<file path="src/rtl/ir_prefetch_queue_if.sv">
// Bus-side and decoder-side signals of the instruction prefetch queue.
// Handshakes:
//   load: the word on bus is accepted at a rising edge when busEn=1, busReady=1 and flush=0.
//         busEn while busReady=0 drops the word and sets the sticky overflow flag.
//   take: the head word is consumed at a rising edge when instrTake=1, instrValid=1 and flush=0.
//         instruction stays stable while instrTake=0.
//   Both responses (busReady, instrValid, instruction, count) come from registered state only.
interface ir_prefetch_queue_if #(
  parameter int WIDTH = 16,
  parameter int DEPTH = 4
);
  localparam int CW = $clog2(DEPTH + 1);

  logic [WIDTH-1:0] bus;
  logic             busEn;
  logic             busReady;
  logic             flush;
  logic [WIDTH-1:0] instruction;
  logic             instrValid;
  logic             instrTake;
  logic [CW-1:0]    count;
  logic             overflow;

  // Memory bus plus decoder side (drives loads, takes and flushes)
  modport master (
    output bus, busEn, flush, instrTake,
    input  busReady, instruction, instrValid, count, overflow
  );

  // The queue itself
  modport slave (
    input  bus, busEn, flush, instrTake,
    output busReady, instruction, instrValid, count, overflow
  );
endinterface

</file>
<file path="src/rtl/ir_prefetch_queue.sv">
// Instruction register with a small prefetch FIFO. Words are loaded from the
// memory bus and presented head-first to the decoder; flush supports branch
// redirects. Full/empty are resolved by the occupancy counter, not pointers.
module ir_prefetch_queue #(
  parameter int               WIDTH       = 16,
  parameter int               DEPTH       = 4,
  parameter logic [WIDTH-1:0] RESET_INSTR = '0
) (
  input  logic              clk,
  input  logic              resetN,
  ir_prefetch_queue_if.slave q
);
  localparam int PW = $clog2(DEPTH);
  localparam int CW = $clog2(DEPTH + 1);

  logic [WIDTH-1:0] mem [DEPTH];
  logic [PW-1:0]    wr_ptr;
  logic [PW-1:0]    rd_ptr;
  logic [CW-1:0]    cnt;
  logic             ovf;
  logic             ready;
  logic             valid;
  logic             load;
  logic             take;

  // Status derived from the counter only, so no input reaches an output
  always_comb begin
    ready = (cnt != CW'(DEPTH));
    valid = (cnt != '0);
    load  = q.busEn & ready & ~q.flush;
    take  = q.instrTake & valid & ~q.flush;
  end

  // Storage is not reset; entries past the head are don't-care
  always_ff @(posedge clk) begin
    if (load) mem[wr_ptr] <= q.bus;
  end

  // Pointers, occupancy and sticky overflow; flush wins over load/take
  always_ff @(posedge clk or negedge resetN) begin
    if (!resetN) begin
      wr_ptr <= '0;
      rd_ptr <= '0;
      cnt    <= '0;
      ovf    <= 1'b0;
    end else if (q.flush) begin
      wr_ptr <= '0;
      rd_ptr <= '0;
      cnt    <= '0;
      ovf    <= 1'b0;
    end else begin
      if (load) wr_ptr <= wr_ptr + PW'(1);
      if (take) rd_ptr <= rd_ptr + PW'(1);
      case ({load, take})
        2'b10:   cnt <= cnt + CW'(1);
        2'b01:   cnt <= cnt - CW'(1);
        default: cnt <= cnt;
      endcase
      if (q.busEn && !ready) ovf <= 1'b1;
    end
  end

  // Head word, or the NOP encoding when nothing is queued
  always_comb begin
    q.busReady    = ready;
    q.instrValid  = valid;
    q.count       = cnt;
    q.overflow    = ovf;
    q.instruction = valid ? mem[rd_ptr] : RESET_INSTR;
  end
endmodule
</file>
<file path="src/flat_wrapper.sv">
// flat-port wrapper written by rule: the top's interface ports become plain ports
module ir_prefetch_queue_flat 
#(
  parameter int               WIDTH       = 16,
  parameter int               DEPTH       = 4,
  parameter logic [WIDTH-1:0] RESET_INSTR = '0
)
  (clk, resetN, q_bus, q_busEn, q_flush, q_instrTake, q_busReady, q_instruction, q_instrValid, q_count, q_overflow);
  ir_prefetch_queue_if #(.WIDTH(WIDTH), .DEPTH(DEPTH)) q_i ();
  input  logic clk;
  input  logic resetN;
  input wire logic [$bits(q_i.bus)-1:0] q_bus;
  input wire logic [$bits(q_i.busEn)-1:0] q_busEn;
  input wire logic [$bits(q_i.flush)-1:0] q_flush;
  input wire logic [$bits(q_i.instrTake)-1:0] q_instrTake;
  output wire logic [$bits(q_i.busReady)-1:0] q_busReady;
  output wire logic [$bits(q_i.instruction)-1:0] q_instruction;
  output wire logic [$bits(q_i.instrValid)-1:0] q_instrValid;
  output wire logic [$bits(q_i.count)-1:0] q_count;
  output wire logic [$bits(q_i.overflow)-1:0] q_overflow;
  assign q_i.bus = q_bus;
  assign q_i.busEn = q_busEn;
  assign q_i.flush = q_flush;
  assign q_i.instrTake = q_instrTake;
  assign q_busReady = q_i.busReady;
  assign q_instruction = q_i.instruction;
  assign q_instrValid = q_i.instrValid;
  assign q_count = q_i.count;
  assign q_overflow = q_i.overflow;
  ir_prefetch_queue #(.WIDTH(WIDTH), .DEPTH(DEPTH), .RESET_INSTR(RESET_INSTR)) u_core (.clk(clk), .resetN(resetN), .q(q_i));
endmodule
</file>
<file path="config.mk">
export PLATFORM = sky130hd
export DESIGN_NAME = ir_prefetch_queue_flat
export DESIGN_NICKNAME = d
export VERILOG_FILES = /design/src/rtl/ir_prefetch_queue_if.sv /design/src/rtl/ir_prefetch_queue.sv /design/src/flat_wrapper.sv
export SDC_FILE = /design/constraint.sdc
export NUM_CORES = 1
export LEC_CHECK = 0
export CORE_AREA = 2 2 82 84
export DETAILED_ROUTE_END_ITERATION = 10
export DIE_AREA = 0 0 84 86
export DONT_BUFFER_PORTS = 1
export PLACE_DENSITY = 0.66
export SETUP_SLACK_MARGIN = 0.1
export SLEW_MARGIN = 0
export SYNTH_ARGS = -nofsm -noshare
export SYNTH_HDL_FRONTEND = slang
export SYNTH_SLANG_ARGS = --single-unit
</file>
<file path="constraint.sdc">
create_clock -name clk -period 2.15 [get_ports clk]
set_input_delay 0.3225 -clock clk [delete_from_list [all_inputs] [get_ports clk]]
set_output_delay 0.3225 -clock clk [all_outputs]
set_load 0.01 [all_outputs]
</file>
After elaboration in Yosys (flattened, before gate mapping) --
Memories as Yosys holds them, arrays and structs flattened. Index checks and enable logic that the tools add are counted.
Word-level totals: register bits 8, bits in writable memories 64, input port bits 21, output and inout bits 22, logic and storage cells 35, memories kept 1
Memory list:
- u_core.mem | words 4, bits a word 16, read ports 1, clocked after memory_dff 0, write ports 1, RTL line ir_prefetch_queue.sv:16 | logic [WIDTH-1:0] mem [DEPTH];
Operators by class: add/sub/neg operators 4, equal/unequal tests 3, multiplexer cells 11, bitwise gates (word level) 5, reductions and logical operators 7
Operators by type and width (number):
- 2-to-1 mux 16 bit | 1
- 2-to-1 mux 2 bit | 4
- case mux 3 bit (2 select lines) | 1
- nonzero test 2 bit | 3
- nonzero test 3 bit | 2
- adder 2 x 1 -> 2 bit (second input constant) | 2
- AND 1 bit | 4
- 2-to-1 mux 1 bit | 4
- adder 3 x 1 -> 3 bit (second input constant) | 1
- 2-to-1 mux 3 bit | 1
- != test 3 bit (second input constant) | 1
- subtractor 3 x 1 -> 3 bit (second input constant) | 1
- equality test 2 x 1 -> 1 bit (second input constant) | 1
- equality test 2 bit (second input constant) | 1
- logical AND 1 bit | 1
- zero test 1 bit | 1
- inverter 1 bit | 1

Longest topological paths before layout --
Gate-level depths: netlist of the first run.
depth in word-level cells 6, mapped depth 7, mapped depth without buffers 6

Worst setup path after synthesis of the first run --
OpenSTA, ideal clock, no wires.
path kind reg2reg, start point register u_core.cnt[0], in the netlist u_core.q.count[0], end point register u_core.cnt[1], in the netlist u_core.q.count[1], setup time 0.067 ns, data arrival time 2.081 ns, required time 2.083 ns, path slack 0.001 ns, stages on the path, launching flop included 8, clock period less this slack 2.149 ns, cells stage by stage dfrtp_1 > buf_4 > o31ai_2 > nor3_1 > fa_1 > a21bo_2 > a211oi_1 > a311o_1
Between the ends: word-level cells in the longest chain between the ends 6
Ends and longest elaborated chain:
- from (decl) | RTL line ir_prefetch_queue.sv:19 | logic [CW-1:0] cnt;
- from (signal assigned) | RTL line ir_prefetch_queue.sv:55 | 2'b10: cnt <= cnt + CW'(1);
- from (signal assigned) | RTL line ir_prefetch_queue.sv:56 | 2'b01: cnt <= cnt - CW'(1);
- from (signal assigned) | RTL line ir_prefetch_queue.sv:57 | default: cnt <= cnt;
- != test 3 bit / nonzero test 3 bit (equally long branches) | RTL line ir_prefetch_queue.sv:28, ir_prefetch_queue.sv:29
- AND 1 bit, on equally long branches (2 in a row) | RTL line ir_prefetch_queue.sv:30, ir_prefetch_queue.sv:31
- equality test 2 x 1 -> 1 bit / equality test 2 bit (equally long branches) | RTL line ir_prefetch_queue.sv:54 | case ({load, take})
- case mux 3 bit (2 select lines) | RTL line ir_prefetch_queue.sv:54
- 2-to-1 mux 3 bit | RTL line ir_prefetch_queue.sv:46 | end else if (q.flush) begin
Several ways; a longest one is shown, not always the timed one. A chain may end at the register's enable or synchronous reset.

Final worst setup path of the first run --
Ends and elaborated chain as after synthesis.

==> results of run 1 <==
## final cells by class
class / instances / area share
clock buffer: 10 / 0.03757
clock inverter: 5 / 0.02431
inverter: 6 / 0.006630
multi-input combinational: 80 / 0.2534
sequential: 72 / 0.6254
tap: 77 / 0.02836
timing repair buffer: 9 / 0.02431
## sequential cells by signal, indices dropped and copies added (netlist names)
| name | cells |
|---|---|
| u_core.wr_ptr | 2 |
| u_core.mem | 64 |
| u_core.q.overflow | 1 |
| u_core.q.count | 3 |
| u_core.rd_ptr | 2 |
## metal layers
layer	wire length (um)	track usage	vias up
met5	0	0	-
met1	2038	0.1713	767
met4	116	0.08358	0
li1	-	-	675
met2	2679	0.2691	38
met3	247	0.04427	10
## critical path, stage by stage, from the launching register on
cell and delay, ns:
dfrtp_2 0.45, o31ai_4 0.27, nor3_2 0.08, fa_1 0.51
a21bo_2 0.22, a211oi_1 0.28, a311o_1 0.16
## where the power goes
group | total, uW | leakage (uW) | switching (uW) | internal (uW)
Sequential | 1630 | 0.000686 | 39.8 | 1590
Clock | 1120 | 0.000106 | 469 | 649
Combinational | 574 | 0.000317 | 308 | 265
Total | 3320 | 0.00111 | 817 | 2500
## cells by family after synthesis
logic type | Yosys count
and+or+nand+nor | 38
muxes | 17
buffers and inverters | 16
adders and majority gates | 5
AOI/OAI and AO/OA | 17
xor gates and xnor gates | 3
DFF | 72
## repair_timing
action,CTS,global route
setup endpoints to repair,1,18
gates resized for setup,1,1
hold buffers,1,0
endpoints found under the hold margin,8,0
pin swaps,1,0
setup buffers,1,1
## final timing paths
kind | start | to | slack [ns] | cells past startpoint
setup / recovery | u_core.q.count[0] | u_core.q.count[1] | 0.12 | 6
hold / removal | q_flush | u_core.wr_ptr[0] | 0.04 | 1
setup reg to reg | u_core.q.count[0] | u_core.q.count[1] | 0.12 | 6
hold reg to reg | u_core.rd_ptr[1] | u_core.rd_ptr[1] | 0.54 | 2
max in group asynchronous | resetN | u_core.rd_ptr[0] | 1.51 | 1
min in group asynchronous | resetN | u_core.q.overflow | 0.34 | 1
## cell usage in the layout, fill, tap and decap left out, types with 2 or more instances in the layout
cell / instances
ha_1: 4
xor2_1: 3
mux4_2: 16
nor3_2: 3
nor2_1: 6
a31oi_1: 2
o311ai_0: 2
bufinv_16: 2
nand3b_1: 2
inv_1: 6
dfrtp_2: 2
nand3_1: 2
clkbuf_8: 9
clkinv_4: 2
edfxtp_1: 64
nor2b_1: 16
dfrtp_1: 6
and2_2: 4
a21oi_1: 4
buf_4: 7
o21ai_0: 2
## stage by stage
step	worst slack (ns)	utilization	std cells	hold WS, ns	power, uW
floorplan	0.09868	-	168	0.02691	2127
global placement	0.2131	0.5033	241	0.02718	2201
detailed placement	0.05333	0.5033	241	0.02720	2228
CTS	0.1026	0.5398	258	0.02354	3351
global route	0.1075	0.5412	259	0.02121	3464
finish	0.1242	0.5412	259	0.03972	3318
==> impl_results.md, run 1 <==
- Top cells by area, synth: edfxtp_1 63%, mux4_2 12%, dfrtp_1 6.5%
- Setup TNS: 0 ns
- Yosys cell types: 35
- I/O pin total: 43
- Least-Margin Pin Slew: about 0.44 ns
- Fin nets: 204
- Maximum VDD drop: between 500 and 600 uV
- Synth Area in Simple Gates: 0.08347
- Synth Cell Area: approximately 3100 um2
- CP startpoint kind: register
- Die height: around 86 um
- Core ar.: between 6000 and 7000 um2
- Routed WL: around 5000 um
- RSZ-0062 raised after global routing: no
- Reg clk slew, reported paths: 0.07 ns
- Post-synthesis cell count: between 150 and 200
- Pwr Density: roughly 980 nW/um2
- Num CTS Buffers: 9
- Number of fill cells: about 490
- N_diodes: 0
- Top cells by count, synth: 64 x edfxtp_1, 16 x mux4_2, 16 x nor2b_1, 8 x dfrtp_1
- YS warnings: 0
- Post-Synth Adder-Cell Area: 0.02291
- Count leader, synth: edfxtp_1
- CP endpoint kind: register
- Compound-Gate Fraction of Synth Area: 0.04092
- Largest area contributor in the netlist: edfxtp_1
- Yosys reg bits: 72
- Post-synthesis sequential area ratio: 0.6939
- Final Skew: roughly 0.0088 ns
- Iteration-0 DRC Markers: 80
- Crit Path Max Fanout: 5
- Status: complete, no violations
- GP Congestion: ~0.79
- Max Root-Sink Buffers: 2
- Register Area: 2125 um2
- Share of cells above drive strength 1: 0.2857
- Total DRC errors in the routed layout: 0
- Max Freq: about 490 MHz
- XOR/XNOR Fraction of Synth Area: 0.008592
- MaxCap Viol Count: 0
- First-pass GRT wire length: between 8000 and 9000 um
- Vias/cell: 5.753
- Critical path arrival: 2.29 ns
- Crit path kind: reg -> reg
- Die Width: 84 um
- CTS sink cnt: around 70
- Routed WL per cell: 19.62 um
- Root Buffer: clkbuf_8
- Final Max Slew Viols: 0
- # setup viols final: 0
- Initial antenna violation count: 0
- Final instance area: 3397 um2
- Initial core utilization: 0.4871
- Die area: just over 7000 um2
- Syn Nets: 194
- Leak: between 0.001 and 0.0015 uW
- DR vias: 1490
- Class of the worst hold path: in -> reg
- H-Tree Level Count: 3
- Period utilisation layout: 0.9422
- FP Rows: 29
- Final hold vios: 0
- Largest family of logic cells by synthesized area: multiplexers
- Grt ovf: 0
- Area occupied by multi-input gates: roughly 860 um2
- Max_slew headroom: 0.7003
- Synth top area share: 0.6285
- Multiplexer share of the synthesized area: 0.1211
- Avg Cell Area, Syn: 18.20 um2
- Tmin final: just over 2 ns
- Vias in the first global route: 1593
- CTS tree: done
- Largest net degree at the start of global routing: 18
- Cell Area, Placed: ~3200 um2
- Worst endpoint required time: between 2 and 2.5 ns
- Synthesis-to-layout area growth: 11.09%
- Synth Flop Type: edfxtp_1
- Port bufs: 0
- FFs w/ async S/R, synth: 0.1111
- Post-synth EDFFs: between 60 and 70
- DP HPWL: 3312 um
- Total GRT Usage: 0.1541
- Antenna Nets Post-Route: 0
- Worst-Skew Late Latency: 0.34 ns
- Drt pass-1 iters: 4
Note: power is estimated with default switching activity, not from simulation.
==> run 2: changes to the inputs <==
==> constraint.sdc (replaced) <==
create_clock -name clk -period 2.15 [get_ports clk]
set_input_delay 0.43 -clock clk [delete_from_list [all_inputs] [get_ports clk]]
set_output_delay 0.43 -clock clk [all_outputs]
set_load 0.01 [all_outputs]
==> impl_results.md, run 2 (synthesized netlist as in run 1, its figures left out) <==
- FF-to-FF End: u_core.q.count[1]
- DR vias: between 1500 and 2000
- Register share of total power: 0.451
- Max Root-Sink Buffers: 2
- Non-filler instance count after layout: 265
- Leak: about 0.0012 uW
- Worst r2r path cells: 6
- Critical path arrival: 1.67 ns
- Clk pwr share: 0.309
- Number of fill cells: between 400 and 500
- MaxCap Viol Count: 0
- Least-Margin Pin Slew: around 0.46 ns
- Slowest cell on the critical path: mux4_2
- Comb power frac: 0.240
- Sw Share: 0.2564
- Slowest stage delay, CP: 0.51 ns
- Reg2reg setup slack: 0.11 ns
- Critical path capture point: q_instruction[12]
- Routed WL: roughly 5500 um
- Antenna Nets Post-Route: 0
- Total Power: between 3000 and 4000 uW
- H-Tree Level Count: 3
- Root Buffer: clkbuf_8
- FP Rows: 29
- Drt pass-1 iters: 4
- CTS sink cnt: between 70 and 80
- Port bufs: 0
- Worst R2R Start: u_core.q.count[0]
- Grt ovf: 0
- # setup viols final: 0
- Hold Path Depth: 1
- First-pass GRT wire length: around 8400 um
- Core ar.: between 6000 and 7000 um2
- Routed WL per cell: between 20 and 25 um
- Die area: 7224 um2
- Commonest non-fill, non-tap cell in the layout: edfxtp_1
- Fin nets: 210
- Maximum VDD drop: between 400 and 500 uV
- Total DRC errors in the routed layout: 0
- Worst-Skew Late Latency: ~0.34 ns
- CTS tree: done
- CP startpoint kind: register
- Crit. Startpoint: u_core.rd_ptr[0]
- Initial core utilization: 0.4871
- Crit path kind: reg -> out
- Iteration-0 DRC Markers: between 100 and 150
- Most frequent cells in the layout: 64 x edfxtp_1, 16 x mux4_2, 16 x nor2b_4, 9 x clkbuf_8, 8 x buf_4
- GP Congestion: 0.7904
- P_sw: 927.4 uW
- Tmin final: 2.097 ns
- Class of the worst hold path: in -> reg
- Final Skew: 0.007779 ns
- I/O pin total: 43
- Num CTS Buffers: 9
- Cell Count Post-Placement: 241
- Synthesis-to-layout area growth: 18.90%
- Crit Path Max Fanout: 8
- Vias in the first global route: between 1500 and 2000
- DP HPWL: between 3000 and 4000 um
- Initial antenna violation count: 0
- Crit path cell chain: buf_12 > buf_12 > mux4_2 > nor2b_4
- Max Freq: 476.9 MHz
- Top reg by flops: u_core.mem
- Period utilisation layout: 0.9753
- Status: complete, no violations
- Flip-flop count of the largest register after layout: 64
- CP endpoint kind: output port
- Pwr Density: about 1000 nW/um2
- Max_slew headroom: 0.6918
- N_diodes: 0
- Vias/cell: 5.683
- Largest net degree at the start of global routing: 18
- Total GRT Usage: 0.1591
- Final Max Slew Viols: 0
- Worst endpoint required time: around 1.7 ns
- Die Width: ~84 um
- Final hold vios: 0
- Share of cells above drive strength 1: 0.3989
- Most used cell, CP: buf_12
- Reg clk slew, reported paths: around 0.070 ns
- RSZ-0062 raised after global routing: yes
- Internal: 2690 uW
- Die height: 86 um
==> run 2: routing by layer <==
layer  global-route usage  vias up  share of wire
met3              0.04620       13          0.048
li1                     -      691              -
met5                    0        -              0
met2               0.2771       36           0.52
met1               0.1765      766           0.41
met4              0.08798        0          0.024
==> run 2: cell type report <==
class | instances | area (um2) | area share
multi-input combinational | 80 | 987.2 | 0.2715
inverter | 6 | 22.52 | 0.006194
clock inverter | 5 | 82.58 | 0.02271
tap | 77 | 96.34 | 0.02650
clock buffer | 10 | 127.6 | 0.03510
timing repair buffer | 15 | 193.9 | 0.05334
sequential | 72 | 2126 | 0.5847
==> run 2: worst min path at each step <==
stage / start / to
detailed placement: resetN / u_core.wr_ptr[1]
finish: q_flush / u_core.wr_ptr[0]
global placement: resetN / u_core.q.overflow
floorplan: resetN / u_core.q.count[0]
CTS: q_flush / u_core.wr_ptr[0]
global route: q_flush / u_core.wr_ptr[0]
==> run 2: worst max-delay path: cells and delay by family (launching register included) <==
kind | cells | cell delay, ns
buf+inv | 2 | 0.25
mux | 1 | 0.51
simple gates | 1 | 0.15
flops | 1 | 0.43
==> run 2: power groups by stage <==
stage | Sequential [uW] | Combinational (uW) | Clock, uW
CTS | 1630 | 816 | 1140
global route | 1640 | 927 | 1200
global placement | 1650 | 552 | 0
floorplan | 1650 | 481 | 0
finish | 1630 | 870 | 1120
detailed placement | 1660 | 570 | 0
==> run 2: timing repair <==
item / 4_1_cts / 5_1_grt
cloned: 1 / 1
setup endpoints to repair: 17 / 19
buffers inserted: 4 / 2
hold buffers: 1 / 0
pin swaps: 1 / 1
resized for setup: 35 / 6
endpoints found under the hold margin: 8 / 0
==> run 2: metrics by stage <==
stage | setup TNS, ns | hold slack [ns] | setup WS [ns] | utilization | area [um2]
2_1_floorplan | 0 | 0.1344 | 0.09868 | - | 3082
3_3_place_gp | 0 | 0.1347 | 0.2131 | 0.5033 | 3159
3_5_place_dp | 0 | 0.1347 | 0.05333 | 0.5033 | 3159
4_1_cts | 0 | 0.1310 | 0.04542 | 0.5711 | 3585
5_1_grt | -0.01460 | 0.1287 | -0.004917 | 0.5792 | 3636
6_report | 0 | 0.1459 | 0.05321 | 0.5792 | 3636
